--- src/rtl/debouncer_bank.sv ---
// ---------------------------------------------------------------------------
// debouncer_bank
//   Multi-channel push-button debouncer for the vending machine front panel.
//   Each channel runs a 2-FF synchroniser followed by a stability counter;
//   a new level is accepted only after it has persisted STABLE_CYCLES
//   consecutive synchronised samples. Accepted level changes are reported
//   as registered one-cycle rise/fall pulses aligned with the first cycle
//   of the new level.
//
//   Optional feature (macro DEBOUNCER_LONGPRESS_EN): per-channel long-press
//   detector that pulses long_press once after out has been high for
//   LONG_CYCLES cycles. With the macro undefined, long_press is tied low
//   and no long-press logic is built; the port list is identical.
//
// Parameters
//   CHANNELS       number of independent channels (>=1)
//   STABLE_CYCLES  samples a new level must persist before acceptance (>=2)
//   INVERT_IN      1: raw inputs are active-low, inverted before the sync FFs
//   LONG_CYCLES    accepted-high cycles before long_press fires (>=1)
//
// Ports
//   clk         system clock
//   reset       asynchronous active-low reset
//   in          raw button inputs, asynchronous to clk
//   out         debounced level
//   rise        one-cycle pulse when out goes 0->1
//   fall        one-cycle pulse when out goes 1->0
//   long_press  one-cycle pulse when out has been high LONG_CYCLES cycles
// ---------------------------------------------------------------------------
module debouncer_bank #(
  parameter int CHANNELS      = 4,
  parameter int STABLE_CYCLES = 8,
  parameter int INVERT_IN     = 0,
  parameter int LONG_CYCLES   = 16
) (
  input  logic                clk,
  input  logic                reset,
  input  logic [CHANNELS-1:0] in,
  output logic [CHANNELS-1:0] out,
  output logic [CHANNELS-1:0] rise,
  output logic [CHANNELS-1:0] fall,
  output logic [CHANNELS-1:0] long_press
);

  localparam int CNT_W = $clog2(STABLE_CYCLES);
  localparam logic [CNT_W-1:0] CNT_MAX = CNT_W'(STABLE_CYCLES - 1);
  localparam logic [CHANNELS-1:0] INV_MASK = (INVERT_IN != 0) ? '1 : '0;

  // Stability FSM state is the accepted level itself.
  localparam logic [0:0] IDLE_LO = 1'b0;
  localparam logic [0:0] IDLE_HI = 1'b1;

  // Elaboration-time parameter sanity checks.
  if (CHANNELS < 1) begin : g_bad_channels
    $error("debouncer_bank: CHANNELS must be >= 1");
  end
  if (STABLE_CYCLES < 2) begin : g_bad_stable
    $error("debouncer_bank: STABLE_CYCLES must be >= 2");
  end
  if (LONG_CYCLES < 1) begin : g_bad_long
    $error("debouncer_bank: LONG_CYCLES must be >= 1");
  end

  // -------------------------------------------------------------------------
  // Two-flop synchroniser, polarity fixed before the first flop.
  // -------------------------------------------------------------------------
  logic [CHANNELS-1:0] s1;
  logic [CHANNELS-1:0] s2;

  always_ff @(posedge clk or negedge reset) begin
    if (!reset) begin
      s1 <= '0;
      s2 <= '0;
    end else begin
      s1 <= in ^ INV_MASK;
      s2 <= s1;
    end
  end

  // -------------------------------------------------------------------------
  // Per-channel stability counter and edge pulses.
  // -------------------------------------------------------------------------
  for (genvar c = 0; c < CHANNELS; c++) begin : g_ch
    logic [CNT_W-1:0] cnt;
    logic             lvl;
    logic             rise_q;
    logic             fall_q;

    always_ff @(posedge clk or negedge reset) begin
      if (!reset) begin
        cnt    <= '0;
        lvl    <= IDLE_LO;
        rise_q <= 1'b0;
        fall_q <= 1'b0;
      end else begin
        rise_q <= 1'b0;
        fall_q <= 1'b0;
        if (s2[c] == lvl) begin
          // Any return to the accepted level restarts qualification.
          cnt <= '0;
        end else if (cnt != CNT_MAX) begin
          cnt <= cnt + 1'b1;
        end else begin
          lvl    <= s2[c];
          cnt    <= '0;
          rise_q <= (lvl == IDLE_LO);
          fall_q <= (lvl == IDLE_HI);
        end
      end
    end

    assign out[c]  = lvl;
    assign rise[c] = rise_q;
    assign fall[c] = fall_q;

`ifdef DEBOUNCER_LONGPRESS_EN
    localparam int LP_W = $clog2(LONG_CYCLES + 1);
    localparam logic [LP_W-1:0] LP_MAX = LP_W'(LONG_CYCLES);

    logic [LP_W-1:0] lp_cnt;
    logic            lp_q;

    // lp_cnt saturates at LONG_CYCLES so the pulse fires once per press.
    always_ff @(posedge clk or negedge reset) begin
      if (!reset) begin
        lp_cnt <= '0;
        lp_q   <= 1'b0;
      end else begin
        lp_q <= 1'b0;
        if (lvl == IDLE_LO) begin
          lp_cnt <= '0;
        end else if (lp_cnt != LP_MAX) begin
          lp_cnt <= lp_cnt + 1'b1;
          lp_q   <= (lp_cnt == LP_MAX - 1'b1);
        end
      end
    end

    assign long_press[c] = lp_q;
`else
    assign long_press[c] = 1'b0;
`endif
  end

endmodule

--- config.mk ---
export PLATFORM = sky130hd
export DESIGN_NAME = debouncer_bank
export DESIGN_NICKNAME = d
export VERILOG_FILES = /design/src/rtl/debouncer_bank.sv
export SDC_FILE = /design/constraint.sdc
export NUM_CORES = 1
export LEC_CHECK = 0
export CAP_MARGIN = 10
export CELL_PAD_IN_SITES_DETAIL_PLACEMENT = 0
export CELL_PAD_IN_SITES_GLOBAL_PLACEMENT = 2
export CORE_MARGIN = 5
export CORE_UTILIZATION = 40
export CTS_BUF_LIST = sky130_fd_sc_hd__clkbuf_8
export DETAILED_ROUTE_END_ITERATION = 8
export GPL_TIMING_DRIVEN = 0
export HOLD_SLACK_MARGIN = 0.05
export PLACE_DENSITY = 0.95
export SETUP_SLACK_MARGIN = 0.3
export SYNTH_ARGS = -nofsm -noshare
export SYNTH_HDL_FRONTEND = slang
export SYNTH_SLANG_ARGS = --single-unit
--- constraint.sdc ---
create_clock -name clk -period 2.2 [get_ports clk]
set_clock_uncertainty 0.05 [all_clocks]
set_input_delay 0.44 -clock clk [delete_from_list [all_inputs] [get_ports clk]]
set_output_delay 0.44 -clock clk [all_outputs]
set_load 0.05 [all_outputs]
# Word level (Yosys, flattened, before mapping)
# Cells that the tools add are included.
# classes
addsub	4
multipliers	0
n_div	0
order_cmp	0
eq_ne	8
shifts	0
mux	24
bitwise_logic	12
n_reduce_logical	4
# ops
cell	count
$mux W3	8
$mux W1	16
$add A3 B1 Y3 const B	4
$ne A3 B3 Y1 const B	4
$not A1 Y1	12
$reduce_and A2 Y1	4
$eq A1 B1 Y1	4
# word_totals
ff_bits	32
latchBits	0
ramBits	0
romBits	0
input_bits	6
output_inout_bits	16
elab_cells	70
memories	0

# Longest topological paths before layout
# Gate-level depths: netlist of the first run.
# logic_depth
depth_word	3
depth_mapped	4
depth_no_buf	4

# Worst setup path before layout of the first run
# No wires, ideal clock.
# synth_timing
kind	reg-to-reg
from	register g_ch[0].cnt[0]
to	register g_ch[0].lvl
setup_time_ns	0.125
t_arrival_ns	1.036
required_time_ns	2.025
slack_ns	0.989
stages_incl_launch_ff	4
path_buffers	0
synth_period_minus_slack_ns	1.211
cell_sequence	dfrtp_1 > ha_1 > ha_1 > mux2_2
# synth_via
elab_chain_cells	3
# synth_lines
item	line_no	rtl
start, declared	84	logic [CNT_W-1:0] cnt;
start signal, assigned	102	cnt <= cnt + 1'b1;
$ne A3 B3 Y1	101	end else if (cnt != CNT_MAX) begin
$not A1 Y1 (no line)	n/a	
$reduce_and A2 Y1 (no line)	n/a	
end signal, assigned	104	lvl <= s2[c];
end, declared	85	logic lvl;
# No other way between the ends.
# A chain may end at the register's enable or synchronous reset.

# Worst setup path in the final report of the first run
# layout_timing
from	register g_ch[3].lvl
to	output port out[3]
# layout_rtl
item	line_no	rtl
start, declared	85	
start signal, assigned	104	
end, declared	39	output logic [CHANNELS-1:0] out,
# No word-level cell between the ends.

==> metrics, run 1 <==
Die Y around 66 um; Net Sw Frac 29.39%; HP Start s1[3]$_DFF_PN0_; Final WS setup roughly 0.38 ns; htree depth 2; Top Ports 22; port bufs 17; Crit Path Class flip-flop to output port; share of cells above drive strength 1 roughly 28%; Ys Warns 0; Worst Path Max Fanout 5; CP max stage delay 0.51 ns; Final nets around 130; RSZ-0062 raised after global routing false; vias per std cell around 4.1; Avg Inst Size Synth 14.58 um^2; initial antenna violation count 0; vias in the first global route approximately 700; die footprint roughly 4400 um^2; final hold viol count 0; placed cell count roughly 150; CTS buffer count 5; Starting Density 41.56%; clock sinks 32; routed len/inst a little over 10 um; VDD IR max approximately 0.56 mV; internal power 0.001269 W; crit path buf inv count 2; # fillers ~280; Final Max Tran Viols 0; Root Buffer clkbuf_8; worst endpoint required time 1.71 ns; critical path arrival between 1 and 1.5 ns; Post-Route WL around 1600 um; Max-Cap Viols 0; global-route wire length before repair 3022 um; worst r2r src g_ch[3].cnt[0]$_DFF_PN0_; routed vias 655; startpoint types flip-flop; Detail Route Antenna Nets 0; CP Capture Type output port; placed wire-length estimate 1254 um; fin crit share approximately 83%; Initial DRC Count 15; Reg2Reg Setup Slack roughly 0.9 ns; Unique masters post-synth 17; Hold Crit Depth 0; CP Cell Sequence buf_4 -> dlygate4sd2_1; global route overflow 0; commonest non-fill, non-tap cell in the layout dfrtp_1; Final setup viols 0; Max clock buf depth 2; status finished, final reports clean; critical path's slowest cell dlygate4sd2_1; DRC 0; area growth from synthesis to layout 28.30%; antenna cells 0; largest net degree at the start of global routing 23; Core Box Area 3053 um^2; logic gate share of total power around a quarter; PD cells between 1000 and 1500 nW/um^2; num rows 20; commonest non-fill, non-tap cells in the layout 32 x dfrtp_1, 16 x buf_4, 10 x dlygate4sd2_1, 8 x ha_1, 6 x and3b_1; Skew-Pair Late Insertion Delay about 0.27 ns; placer's final routability congestion estimate roughly 0.66; Clock Power Share 29.1%; r2r endpoint g_ch[3].lvl$_DFFE_PN0P_; post-CTS setup buffer count 0; Leak roughly 0.9 nW; f_max about 550 MHz; sequential area share after synthesis between 60% and 70%; flops & latches, synth 32; Hold EP s2[3]$_DFF_PN0_; worst-margin pin slew 0.5694 ns; setup tns final 0 ns; Final Non-Filler Cells 160; post-synthesis cell count 87; crit path time final 1.817 ns; Finished Cell Area around 1600 um^2; Max-slew headroom between 60% and 70%; pre-CTS setup slack 0.3876 ns; r2r worst-path depth 3; delay-heaviest family, CP buffers and inverters; mapped cell area 1269 um^2; clk slew on worst S/H paths around 0.060 ns; Placed Area roughly 1500 um^2; Flop pwr share ~44%; Horiz. Die Dim between 60 and 70 um; Psw between 0.0005 and 0.0006 W; Hold Crit Class flip-flop to flip-flop; first-pass iteration count of the detailed router 2; CTS tree yes; total track usage 9.616%
[kinds of logic (layout without fill, tap and decap cells)]
logic type,Yosys count,in the layout,synth area share (%)
AO/OA/AOI/OAI,1,1,0.3941
XOR/XNOR,4,4,2.762
adder cells (fa/ha/maj),8,8,7.890
buffers and inverters,17,43,9.763
flip-flops,32,32,63.12
multiplexers,3,3,2.663
other,1,4,0.2956
AND/OR/NAND/NOR,21,21,13.12
[synthesized netlist by cell type (all sizes together)]
| library cell | n | area, um^2 |
|---|---|---|
| xor2 | 1 | 8.760 |
| ha | 8 | 100.1 |
| buf | 16 | 120.1 |
| nor2 | 1 | 3.750 |
| nand2 | 1 | 3.750 |
| conb | 1 | 3.750 |
| and3b | 6 | 52.55 |
| nor3b | 5 | 57.56 |
| o21ai | 1 | 5.000 |
| and2 | 2 | 15.01 |
| nor2b | 3 | 18.77 |
| dfrtp | 32 | 800.8 |
| xnor2 | 3 | 26.28 |
| nor3 | 3 | 15.01 |
| inv | 1 | 3.750 |
| mux2 | 3 | 33.78 |
[metrics by stage]
stage / util (%) / power (W) / hold WS (ns)
floorplan: - / 0.001171 / 0.09441
global placement: 49.30 / 0.001283 / 0.2818
detailed placement: 50.20 / 0.001313 / 0.2865
CTS: 53.24 / 0.001820 / 0.2998
global route: 53.32 / 0.001929 / 0.3027
finish: 53.32 / 0.001797 / 0.2968
[worst reg2reg max path, cell delays in order (launching register included)]
cell and delay (ns):
dfrtp_1 0.39, ha_1 0.20, ha_1 0.25, mux2_2 0.29
[flip-flops by register name, summed over array words and instances, names as in the netlist]
signal and cells:
g_ch.lvl 4, g_ch.rise_q 4, s2 4, g_ch.cnt 12, s1 4, g_ch.fall_q 4
[power groups by stage]
stage,clock [W],combinational (W),sequential (W)
detailed placement,0,0.000506,0.000806
floorplan,0,0.000387,0.000783
CTS,0.000539,0.000485,0.000796
global placement,0,0.000486,0.000797
finish,0.000523,0.000480,0.000793
global route,0.000576,0.000540,0.000813
[final cells by class]
| class | count | area, um^2 | share of cell area, % |
|---|---|---|---|
| plain buffers | 16 | 120.1 | 7.379 |
| clock buffers | 5 | 68.82 | 4.228 |
| clock inverters | 3 | 38.79 | 2.383 |
| inverters | 1 | 3.754 | 0.2306 |
| multi-input cells | 41 | 355.3 | 21.83 |
| flip-flops and latches | 32 | 800.8 | 49.19 |
| well taps | 44 | 55.05 | 3.382 |
| repair buffers | 18 | 185.2 | 11.38 |
[layer usage]
metal	vias up	GRT usage, %	part of all wire, %
li1	324	-	-
met1	309	9.935	40
met2	17	15.24	50
met3	5	5.442	7.9
met4	0	5.330	2.0
met5	-	0	0
[worst max-delay path by stage]
| stage | startpoint | to | slack (ns) | depth (start not counted) |
|---|---|---|---|---|
| floorplan | g_ch[0].cnt[0]$_DFF_PN0_ | g_ch[0].lvl$_DFFE_PN0P_ | 0.99 | 3 |
| global placement | reset | g_ch[1].cnt[1]$_DFF_PN0_ | 0.13 | 1 |
| detailed placement | g_ch[3].lvl$_DFFE_PN0P_ | out[3] | 0.39 | 2 |
| CTS | g_ch[2].lvl$_DFFE_PN0P_ | out[2] | 0.35 | 2 |
| global route | g_ch[3].lvl$_DFFE_PN0P_ | out[3] | 0.31 | 2 |
| finish | g_ch[3].lvl$_DFFE_PN0P_ | out[3] | 0.38 | 2 |
[repair_timing]
item / in CTS / in global routing
endpoints found under the setup margin: 12 / 2
resized for setup: 12 / 2
hold buffers: 0 / 0
Power figures use the tool's default switching activity.
==> run 2: changes to the inputs <==
- CORE_UTILIZATION: 40 -> 34
- PLACE_DENSITY: 0.95 -> 0.88
- clock period: 2.2 -> 1.5 ns (I/O delays scaled with it)
==> run 2 against run 1 <==
  * Non-clock buffer count grew 8
  * Clock-buffer cell count unchanged
  * Sequential share of layout area is 5.6 points lower
  * Die area increased by 15%
  * Combinational power rose by 120%
  * Clock power is 13% higher
  * Setup slack got worse by 0.16 ns
  * Critical path depth did not move
  * First-iteration DRC count up 6.7%
  * Register-to-register slack lost 0.60 ns
  * Sequential power up 45%
  * Core utilization fell by 2.7 points
  * Critical path type unchanged
  * Critical endpoint unchanged
  * Largest power group unchanged
  * Highest routed layer unchanged
==> metrics, run 2 (synthesized netlist as in run 1, its figures left out) <==
die footprint 5053 um^2 (+15%); Final Max Tran Viols 0 (unchanged); CTS tree yes; fin crit share 85.40%; delay-heaviest family, CP flip-flops; Hold Crit Class flip-flop to flip-flop; Leak 0.9100 nW (+2.0%); clk slew on worst S/H paths 0.06 ns (about the same); setup tns final 0 ns (unchanged); vias per std cell 4.251 (+3.9%); crit path buf inv count 2 (unchanged); CP Capture Type output port; startpoint types flip-flop; Final Non-Filler Cells 171 (+6.9%); antenna cells 0 (unchanged); CTS buffer count 5 (unchanged); share of cells above drive strength 1 49.59% (+21 points); crit path time final approximately 1.3 ns; PD cells 1534 nW/um^2 (+39%); Die Y 71.09 um (+7.2%); area growth from synthesis to layout 44.87%; global-route wire length before repair 3394 um (+12%); Detail Route Antenna Nets 0 (unchanged); Crit Path Class flip-flop to output port; Max clock buf depth 2 (unchanged); Core Box Area 3633 um^2 (+19%); Final Power 0.002820 W (+57%); Final setup viols 0 (unchanged); status finished, final reports clean; Skew-Pair Late Insertion Delay 0.28 ns (about the same); commonest non-fill, non-tap cell in the layout dfrtp_1; register area 800.8 um^2 (unchanged); Final WS setup 0.2191 ns (-0.1640 ns); Max-slew headroom 55.89% (-6.0 points); Final nets 137 (+6.2%); RSZ-0062 raised after global routing true; vias in the first global route 808 (+17%); first-pass iteration count of the detailed router 3 (+1); global route overflow 0 (unchanged); pre-CTS setup slack -0.1598 ns (-0.5474 ns); critical path's slowest cell dfrtp_1; placer's final routability congestion estimate 0.6661 (+0.39%); largest net degree at the start of global routing 21 (-8.7%); # fillers 332 (+20%); worst endpoint required time 1.15 ns (-0.56 ns); Top Ports 22 (unchanged); placed wire-length estimate 1327 um (+5.8%); Finished Cell Area 1838 um^2 (+13%); htree depth 2 (unchanged); Hold Buf Count CTS 0 (unchanged); final hold viol count 0 (unchanged); commonest non-fill, non-tap cells in the layout 32 x dfrtp_1, 12 x buf_6, 12 x buf_4, 12 x buf_8, 6 x and3b_1; f_max 780.7 MHz; critical path arrival 0.93 ns (-0.40 ns); DRC 0 (unchanged); routed len/inst 11.19 um (+9.9%); CP Cell Sequence buf_6 -> buf_8; Root Buffer clkbuf_8; register bank with the most flops g_ch.cnt; Post-Route WL 1913 um (+17%); routed vias 727 (+11%); placed cell count 156 (+2.6%); CP max stage delay 0.39 ns (-0.12 ns); Worst Path Max Fanout 2 (-3); Initial DRC Count 16 (+1); Starting Density 34.92% (-6.6 points); Horiz. Die Dim 71.09 um (+7.2%); total track usage 8.878% (-0.74 points); clock sinks 32 (unchanged); initial antenna violation count 0 (unchanged); num rows 22 (+10%); multi-input logic area 412.9 um^2 (+16%); Placed Area 1545 um^2 (+0.82%); VDD IR max 0.8595 mV (+53%); Max-Cap Viols 0 (unchanged); max reg flops 12 (unchanged); port bufs 17 (unchanged); worst-margin pin slew 0.6596 ns (+0.09021 ns)
## run 2: changes by cell type in the layout (fill, tap and decap cells not counted)
cell	change
xnor2_2	+1
clkdlybuf4s15_1	-2
ha_2	+5
ha_1	-8
o21ai_1	+1
ha_4	+3
xnor2_1	-1
dlygate4sd2_1	-10
o21ai_0	-1
buf_4	-4
buf_8	+12
buf_6	+12
bufinv_16	-1
## run 2: power by group
| part | switching, W | leakage, nW | internal, W |
|---|---|---|---|
| Sequential | 0.000109 | 0.417 | 0.00104 |
| Combinational | 0.000480 | 0.448 | 0.000593 |
| Clock | 0.000286 | 0.0452 | 0.000308 |
## run 2: final timing paths
kind                                          start                  endpoint  slack [ns]  depth (start not counted)
hold / removal                      s1[0]$_DFF_PN0_           s2[0]$_DFF_PN0_        0.30                          0
max in group asynchronous                     reset  g_ch[0].cnt[1]$_DFF_PN0_        0.50                          2
hold reg to reg                     s1[0]$_DFF_PN0_           s2[0]$_DFF_PN0_        0.30                          0
min in group asynchronous                     reset  g_ch[2].fall_q$_DFF_PN0_        0.37                          1
setup / recovery            g_ch[3].lvl$_DFFE_PN0P_                    out[3]        0.22                          2
setup reg to reg           g_ch[2].cnt[0]$_DFF_PN0_   g_ch[2].lvl$_DFFE_PN0P_        0.30                          3
## run 2: cell type report
type | instances | area share, %
Multi-Input combinational cell | 41 | 22.46
Tap cell | 48 | 3.268
Sequential cell | 32 | 43.57
Timing Repair Buffer | 26 | 17.29
Clock buffer | 5 | 3.744
Inverter | 1 | 0.2042
Clock inverter | 2 | 0.4765
Buffer | 16 | 8.986
## run 2: layer usage
layer	routed length, um	share of wire [%]	global-route usage [%]	vias up
li1	-	-	-	342
met1	705	37	8.437	357
met2	1008	53	15.24	23
met3	154	8.1	4.261	5
met4	44	2.3	5.637	0
met5	0	0	0	-
## run 2: per-stage QoR
stage,utilization (%),hold slack [ns]
floorplan,-,-0.04559
global placement,41.77,0.2845
detailed placement,42.53,0.2889
CTS,49.62,0.3022
global route,50.59,0.3045
finish,50.59,0.2985
## run 2: timing repair
item                                    CTS  global route
endpoints found under the setup margin   15            19
cloned                                    0             0
resized for setup                       114             4
pin swaps                                 1             1
buffers inserted                          5             3
